## config.mk

```make
export PLATFORM = sky130hd
export DESIGN_NAME = player_ctrl
export DESIGN_NICKNAME = d
export VERILOG_FILES = /design/src/rtl/player_ctrl.sv
export SDC_FILE = /design/constraint.sdc
export NUM_CORES = 1
export LEC_CHECK = 0
export ABC_AREA = 1
export CORE_MARGIN = 2
export CORE_UTILIZATION = 25
export DETAILED_ROUTE_END_ITERATION = 10
export HOLD_SLACK_MARGIN = 0.02
export MAX_ROUTING_LAYER = met4
export PLACE_DENSITY = 0.39
export SYNTH_ARGS = -nofsm -noshare
export SYNTH_HDL_FRONTEND = slang
export SYNTH_SLANG_ARGS = --single-unit
```

## constraint.sdc

```tcl
create_clock -name gameclk -period 1.8 [get_ports gameclk]
set_input_delay 0.45 -clock gameclk [delete_from_list [all_inputs] [get_ports gameclk]]
set_output_delay 0.45 -clock gameclk [all_outputs]
set_load 0.02 [all_outputs]
```

## src/rtl/player_ctrl.sv

```systemverilog
// Player column front end: synchronises, debounces and edge-detects the three
// buttons, adds hold-to-repeat, and keeps a saturating column position.
module player_ctrl #(
  parameter int DB_CYCLES    = 4,
  parameter int REPEAT_DELAY = 8,
  parameter int REPEAT_RATE  = 4,
  parameter int MAX_POS      = 15,
  parameter int START_POS    = 3
) (
  input  logic       gameclk,
  input  logic       clr,
  input  logic       btn_left,
  input  logic       btn_right,
  input  logic       btn_center,
  output logic [3:0] plrpos,
  output logic       moved,
  output logic       dir
);

  localparam int CMAX_A = (DB_CYCLES > REPEAT_DELAY) ? DB_CYCLES : REPEAT_DELAY;
  localparam int CMAX   = (CMAX_A > REPEAT_RATE) ? CMAX_A : REPEAT_RATE;
  localparam int CNT_W  = (CMAX > 2) ? $clog2(CMAX) : 1;

  localparam logic [CNT_W-1:0] DB_LAST   = CNT_W'(DB_CYCLES - 1);
  localparam logic [CNT_W-1:0] DLY_LOAD  = CNT_W'(REPEAT_DELAY - 1);
  localparam logic [CNT_W-1:0] RATE_LOAD = CNT_W'(REPEAT_RATE - 1);
  localparam logic [3:0]       POS_MAX   = 4'(MAX_POS);
  localparam logic [3:0]       POS_START = 4'(START_POS);

  // Button index: 0 = left, 1 = right, 2 = centre.
  typedef enum logic [1:0] {ST_IDLE, ST_DELAY, ST_REPEAT} rpt_state_e;

  logic [2:0]       raw;
  logic [2:0]       s1_q, s1_d, s2_q, s2_d;
  logic [2:0]       db_q, db_d, db_prev_q, db_prev_d;
  logic [CNT_W-1:0] db_cnt_q [3];
  logic [CNT_W-1:0] db_cnt_d [3];
  rpt_state_e       st_q [2];
  rpt_state_e       st_d [2];
  logic [CNT_W-1:0] rpt_cnt_q [2];
  logic [CNT_W-1:0] rpt_cnt_d [2];
  logic             blk_q, blk_d;
  logic [3:0]       pos_q, pos_d;
  logic             moved_q, moved_d;
  logic             dir_q, dir_d;

  logic [2:0] press;
  logic [1:0] req;
  logic       both_held;
  logic       ctr_press;

  assign raw = {btn_center, btn_right, btn_left};

  // Synchroniser and debounce
  always_comb begin
    s1_d      = raw;
    s2_d      = s1_q;
    db_d      = db_q;
    db_prev_d = db_q;
    for (int i = 0; i < 3; i++) begin
      db_cnt_d[i] = db_cnt_q[i];
      if (s2_q[i] == db_q[i]) begin
        db_cnt_d[i] = '0;
      end else if (db_cnt_q[i] == DB_LAST) begin
        db_d[i]     = s2_q[i];
        db_cnt_d[i] = '0;
      end else begin
        db_cnt_d[i] = db_cnt_q[i] + CNT_W'(1);
      end
    end
  end

  assign press     = db_q & ~db_prev_q;
  assign both_held = db_q[0] & db_q[1];
  assign ctr_press = press[2];

  // Repeat FSMs; blk_q lets a button that outlived a two-button hold start
  // again without waiting for a fresh debounced edge.
  always_comb begin
    blk_d = both_held;
    for (int d = 0; d < 2; d++) begin
      req[d]       = 1'b0;
      st_d[d]      = st_q[d];
      rpt_cnt_d[d] = rpt_cnt_q[d];
      if (!db_q[d] || ctr_press || both_held) begin
        st_d[d] = ST_IDLE;
      end else begin
        case (st_q[d])
          ST_IDLE: begin
            if (press[d] || blk_q) begin
              req[d]       = 1'b1;
              st_d[d]      = ST_DELAY;
              rpt_cnt_d[d] = DLY_LOAD;
            end
          end
          ST_DELAY: begin
            if (rpt_cnt_q[d] == '0) begin
              req[d]       = 1'b1;
              st_d[d]      = ST_REPEAT;
              rpt_cnt_d[d] = RATE_LOAD;
            end else begin
              rpt_cnt_d[d] = rpt_cnt_q[d] - CNT_W'(1);
            end
          end
          ST_REPEAT: begin
            if (rpt_cnt_q[d] == '0) begin
              req[d]       = 1'b1;
              rpt_cnt_d[d] = RATE_LOAD;
            end else begin
              rpt_cnt_d[d] = rpt_cnt_q[d] - CNT_W'(1);
            end
          end
          default: st_d[d] = ST_IDLE;
        endcase
      end
    end
  end

  // Position update; boundary requests are dropped while the FSM keeps timing
  always_comb begin
    pos_d   = pos_q;
    moved_d = 1'b0;
    dir_d   = dir_q;
    if (ctr_press) begin
      pos_d   = POS_START;
      moved_d = (pos_q != POS_START);
    end else if (both_held) begin
      moved_d = 1'b0;
    end else if (req[0] && (pos_q != 4'd0)) begin
      pos_d   = pos_q - 4'd1;
      dir_d   = 1'b0;
      moved_d = 1'b1;
    end else if (req[1] && (pos_q != POS_MAX)) begin
      pos_d   = pos_q + 4'd1;
      dir_d   = 1'b1;
      moved_d = 1'b1;
    end
  end

  always_ff @(posedge gameclk) begin
    if (!clr) begin
      s1_q      <= '0;
      s2_q      <= '0;
      db_q      <= '0;
      db_prev_q <= '0;
      for (int i = 0; i < 3; i++) db_cnt_q[i] <= '0;
      for (int d = 0; d < 2; d++) begin
        st_q[d]      <= ST_IDLE;
        rpt_cnt_q[d] <= '0;
      end
      blk_q   <= 1'b0;
      pos_q   <= POS_START;
      moved_q <= 1'b0;
      dir_q   <= 1'b0;
    end else begin
      s1_q      <= s1_d;
      s2_q      <= s2_d;
      db_q      <= db_d;
      db_prev_q <= db_prev_d;
      for (int i = 0; i < 3; i++) db_cnt_q[i] <= db_cnt_d[i];
      for (int d = 0; d < 2; d++) begin
        st_q[d]      <= st_d[d];
        rpt_cnt_q[d] <= rpt_cnt_d[d];
      end
      blk_q   <= blk_d;
      pos_q   <= pos_d;
      moved_q <= moved_d;
      dir_q   <= dir_d;
    end
  end

  assign plrpos = pos_q;
  assign moved  = moved_q;
  assign dir    = dir_q;

endmodule
```

# Word level (Yosys, flattened, before mapping)
# Memory sizes are Yosys's and may differ from the RTL's.
# Cells that the tools add are included.
[op_classes]
add_sub_neg = 7
eq_ne = 12
n_mux = 47
n_bitwise = 16
reduce_logical = 24
[op_table]
columns = ["op", "n"]
rows = [
  ["$mux 3", 17],
  ["$mux 2", 8],
  ["$mux 1", 14],
  ["$pmux 2 s3", 2],
  ["$pmux 3 s2", 2],
  ["$add 3x1->3 const B", 3],
  ["$eq 3x2->1 const B", 3],
  ["$mux 4", 2],
  ["$reduce_and 2->1", 4],
  ["$or 1x1->1", 7],
  ["$logic_not 3->1", 2],
  ["$logic_or 1x1->1", 6],
  ["$not 1->1", 6],
  ["$reduce_or 2->1", 3],
  ["$sub 3x1->3 const B", 2],
  ["$add 4x1->4 const B", 1],
  ["$eq 2x1->1 const B", 2],
  ["$eq 2x2->1 const B", 2],
  ["$logic_not 2->1", 2],
  ["$ne 4x2->1 const B", 1],
  ["$ne 4x4->1 const B", 1],
  ["$pmux 1 s2", 2],
  ["$reduce_bool 4->1", 1],
  ["$sub 4x1->4 const B", 1],
  ["8 further kinds", 12],
]
[word_totals]
ff_bits = 19
mem_bits_rw = 19
in_bits = 5
output_inout_bits = 6
memories = 3
[mem_list]
columns = ["name", "depth", "word_bits", "read_ports", "rd_ports_with_merged_regs", "wr", "line_no", "rtl"]
rows = [
  ["db_cnt_q", 3, 3, 3, 0, 3, "36", "logic [CNT_W-1:0] db_cnt_q [3];"],
  ["rpt_cnt_q", 2, 3, 2, 0, 2, "40", "logic [CNT_W-1:0] rpt_cnt_q [2];"],
  ["st_q", 2, 2, 2, 0, 2, "38", "rpt_state_e st_q [2];"],
]

# Logic depth before layout (Yosys ltp)
[depth]
depth_word = 11
mapped_depth = 16

# Worst setup path after synthesis
# Ideal clock, no wire load.
[synth_timing]
path_type = "flip-flop to flip-flop"
from = "mem rpt_cnt_q[0][0] (netlist name)"
to = "reg pos_q[2], in the netlist plrpos[2]"
setup_ns = 0.117
arrival_ns = 1.619
t_required_ns = 1.683
setup_slack_ns = 0.064
path_stages_with_launch = 17
path_buffers = 0
cell_sequence = "dfxtp_1 -> inv_1 -> ha_1 -> ha_1 -> nand2_1 -> nand2_1 -> nand2_4 -> nand2_1 -> nand2_1 -> inv_1 -> ha_1 -> inv_1 -> nand2_1 -> nand2_1 -> nand2_1 -> nor2_1 -> nor2_1"
[synth_lines]
columns = ["element", "line_no", "rtl"]
rows = [
  ["start: declaration", "40", ""],
  ["end signal: assignment", "166", "pos_q <= pos_d;"],
  ["end: declaration", "43", "logic [3:0] pos_q, pos_d;"],
]

# Final worst setup path
[layout_timing]
from = "reg dir_q, in the netlist dir"
to = "out dir"
[layout_lines]
columns = ["element", "line_no", "rtl"]
rows = [
  ["start: declaration", "45", "logic dir_q, dir_d;"],
  ["start signal: assignment", "168", "dir_q <= dir_d;"],
  ["end: declaration", "17", "output logic dir"],
]
# No word-level cell between the ends.

==> summary.txt <==
Status
  – Status: complete, no violations

Clock network
  – Worst-Skew Late Latency: 0.28 ns
  – Clock Root Buffer: clkbuf_8
  – Clk buf depth: 2
  – CTS clk-pin slew, worst paths: 0.07 ns
  – CTS buffer count: 5
  – CTS tree: done
  – Clk sinks: 38
  – Post-CTS setup buffers: 0
  – H-tree lvl count: 2

Power
  – Sw power: 302 uW
  – Logic pwr share: 2.8%
  – Clock share of power: 37.9%
  – Peak supply drop: 0.284 mV
  – LEAKAGE: 0.00110 uW
  – Internal power: 1140 uW
  – Pwr per Cell Area: 625 mW/mm^2
  – Total power: 1440 uW
  – Sequential Power Share: 59.3%
  – Net Sw Frac: 21.0%

Setup path
  – Startpoint Class: flip-flop
  – CP Capture Type: primary output
  – CP max stage cell: clkdlybuf4s50_1
  – CP Max Fanout: 2
  – Crit path max-delay family: buffers and inverters
  – FF-to-FF Start: st_q[0][0]
  – CP arrival: 1.21 ns
  – CP Data Required Time: 1.35 ns
  – CP cell instances: clkdlybuf4s50_1
  – Worst path bufs/invs: 1
  – Setup crit start: dir
  – Worst path max stage delay: 0.60 ns
  – Setup CP Type: flip-flop to primary output

Global routing
  – Grt ovf: 0
  – Global-route wire length before repair: 6220 um
  – Largest net degree at the start of global routing: 11
  – GRT Resource Usage Total: 9.68%
  – Initial antenna violation count: 0
  – Vias in the first global route: 1437

STA
  – Final hold vios: 0
  – Worst Skew: 0.00721 ns
  – Setup Viol. Count Final: 0
  – Fmax: 601 MHz
  – Slew Limit Fails: 0
  – Slew @ Worst Pin: 0.304 ns
  – Hold WS: 0.411 ns
  – Post-route clock period utilization: 92.4%
  – RSZ-0062 raised after global routing: yes
  – Final min period: 1.66 ns
  – Relative slew margins: 79.5%
  – Setup TNS: 0 ns

Logic synthesis
  – Synth Cell Area: 0.00185 sq mm
  – Async S/R FF share, synth: 0%
  – Distinct cells, synth: 22
  – Cell taking the most area after synthesis: dfxtp_1
  – Most common cell in the synthesized netlist: inv_1
  – Synth Warn #: 0
  – Commonest cells post-synth: inv_1 (54), dfxtp_1 (38), nand2_1 (36), nor2_1 (26), ha_1 (21)
  – Syn_nets: 266
  – Post-Synthesis Cells: 240
  – #FFs+latches synth: 38
  – EDFF count, synth: 0
  – Avg Cell Area, Syn: 7.69 sq um
  – Seq/Total Area, Yosys: 41.2%
  – Synth top area cells: dfxtp_1 (41%), ha_1 (14%), inv_1 (11%)
  – Top FF cell, synth: dfxtp_1
  – Top cell type's share of synthesized area: 41.2%

Detailed routing
  – Pre-Repair DR Iteration Count: 4
  – Drt total wl: 3380 um
  – Detail Route Antenna Nets: 0
  – Drt drc: 0
  – Routed via count: 1410
  – Drt wl/cell: 9.23 um
  – 1st-iter DRT viols: 61
  – Via-to-Cell Ratio: 3.85

Floorplanning
  – Die Width: 89.9 um
  – IO Pins: 11
  – Die height: 89.9 um
  – Initial cell density of the core: 25.6%
  – Die ar.: 0.00809 sq mm
  – Floorplan row count: 31
  – Core ar.: 0.00721 sq mm

Placed design
  – Post-Place Cells: 359
  – GP Congestion: 0.781
  – Placed Area: 0.00215 sq mm
  – Hpwl dp: 2610 um
  – Port Buf Inserts: 10

Finish
  – Layout cells sized above 1: 16.1%
  – Nets: 293
  – Final instance area: 0.00230 sq mm
  – Area delta synth->final: 24.7%
  – Antenna cells: 0
  – Final std cells w/o fill: 366
  – FILL cells: 818

Worst hold path
  – Min-delay src: s1_q[0]
  – HP Class: flip-flop to flip-flop

Job
  – Max-cap violations: 0
power groups by stage:
stage               Combinational (uW)  Sequential (uW)  Clock, uW
floorplan                         17.5              871          0
global placement                  40.9              872          0
detailed placement                40.8              872          0
CTS                               40.9              852        588
global route                      45.5              853        623
finish                            39.8              852        545
stage by stage:
step	setup WS [ns]	util (%)
final	0.137	31.9
after floorplan	0.0635	-
after global placement	0.0481	29.8
after CTS	0.000452	30.9
after detailed placement	0.0137	29.8
after global routing	-0.00807	31.9
worst paths after layout:
| kind | depth (start not counted) | to | slack (ns) |
|---|---|---|---|
| setup / recovery | 1 | dir | 0.14 |
| hold / removal | 2 | s2_q[0] | 0.41 |
| setup reg to reg | 14 | plrpos[2] | 0.14 |
| hold reg to reg | 2 | s2_q[0] | 0.41 |
sequential cells by signal (all words and copies together), names as in the netlist:
register / flops
plrpos: 4
blk_q: 1
s1_q: 3
db_cnt_q: 9
db_prev_q: 3
dir: 1
st_q: 4
moved: 1
rpt_cnt_q: 6
s2_q: 3
db_prev_d: 3
repair_timing:
action	CTS	global route
gates cloned	0	0
setup endpoints to repair	2	5
endpoints found under the hold margin	0	0
pin swaps	0	6
gates resized for setup	2	20
hold buffers	0	0
placed cells by master, fill, tap and decap left out:
| cell type | n |
|---|---|
| inv_1 | 53 |
| dfxtp_1 | 34 |
| nand2_1 | 32 |
| nor2_1 | 26 |
| ha_1 | 17 |
| a21oi_1 | 14 |
| o21ai_0 | 13 |
| buf_4 | 12 |
| nand3_1 | 6 |
| clkdlybuf4s50_1 | 6 |
| o211ai_1 | 5 |
| clkbuf_8 | 5 |
| inv_2 | 4 |
| nand2_2 | 4 |
| nand2_4 | 4 |
| nor3_1 | 4 |
| dfxtp_2 | 4 |
| nor2_4 | 3 |
| a211oi_1 | 3 |
| ha_4 | 3 |
| nand3_2 | 2 |
| o21ai_1 | 2 |
| clkbuf_1 | 2 |
| dlymetal6s2s_1 | 2 |
| dlygate4sd2_1 | 2 |
| a21oi_2 | 1 |
| clkinv_1 | 1 |
| o21bai_1 | 1 |
| xor2_1 | 1 |
| ha_2 | 1 |
final cells by class:
class,count,area [sq um],share of cell area [%]
multi-input cells,142,925,40.2
flip-flops and latches,38,766,33.3
inverters,58,218,9.46
repair buffers,22,193,8.37
well taps,99,124,5.38
clock buffers,7,76.3,3.32
kinds of logic (layout without fill, tap and decap cells):
| kind of cell | Yosys count | count (layout) | synth area share [%] |
|---|---|---|---|
| buffers and inverters | 60 | 87 | 12.2 |
| DFF | 38 | 38 | 41.2 |
| and+or+nand+nor | 81 | 81 | 19.9 |
| adders and majority gates | 21 | 21 | 14.2 |
| xor gates and xnor gates | 1 | 1 | 0.475 |
| AOI/OAI and AO/OA | 39 | 39 | 12.0 |
metal layers:
| layer | wire length [um] | track usage [%] | vias up |
|---|---|---|---|
| met5 | 0 | - | - |
| met4 | 62 | 4.87 | 0 |
| met3 | 87 | 2.51 | 6 |
| met2 | 1470 | 15.1 | 15 |
| met1 | 1760 | 11.6 | 597 |
| li1 | - | - | 792 |
Power figures use the tool's default switching activity.
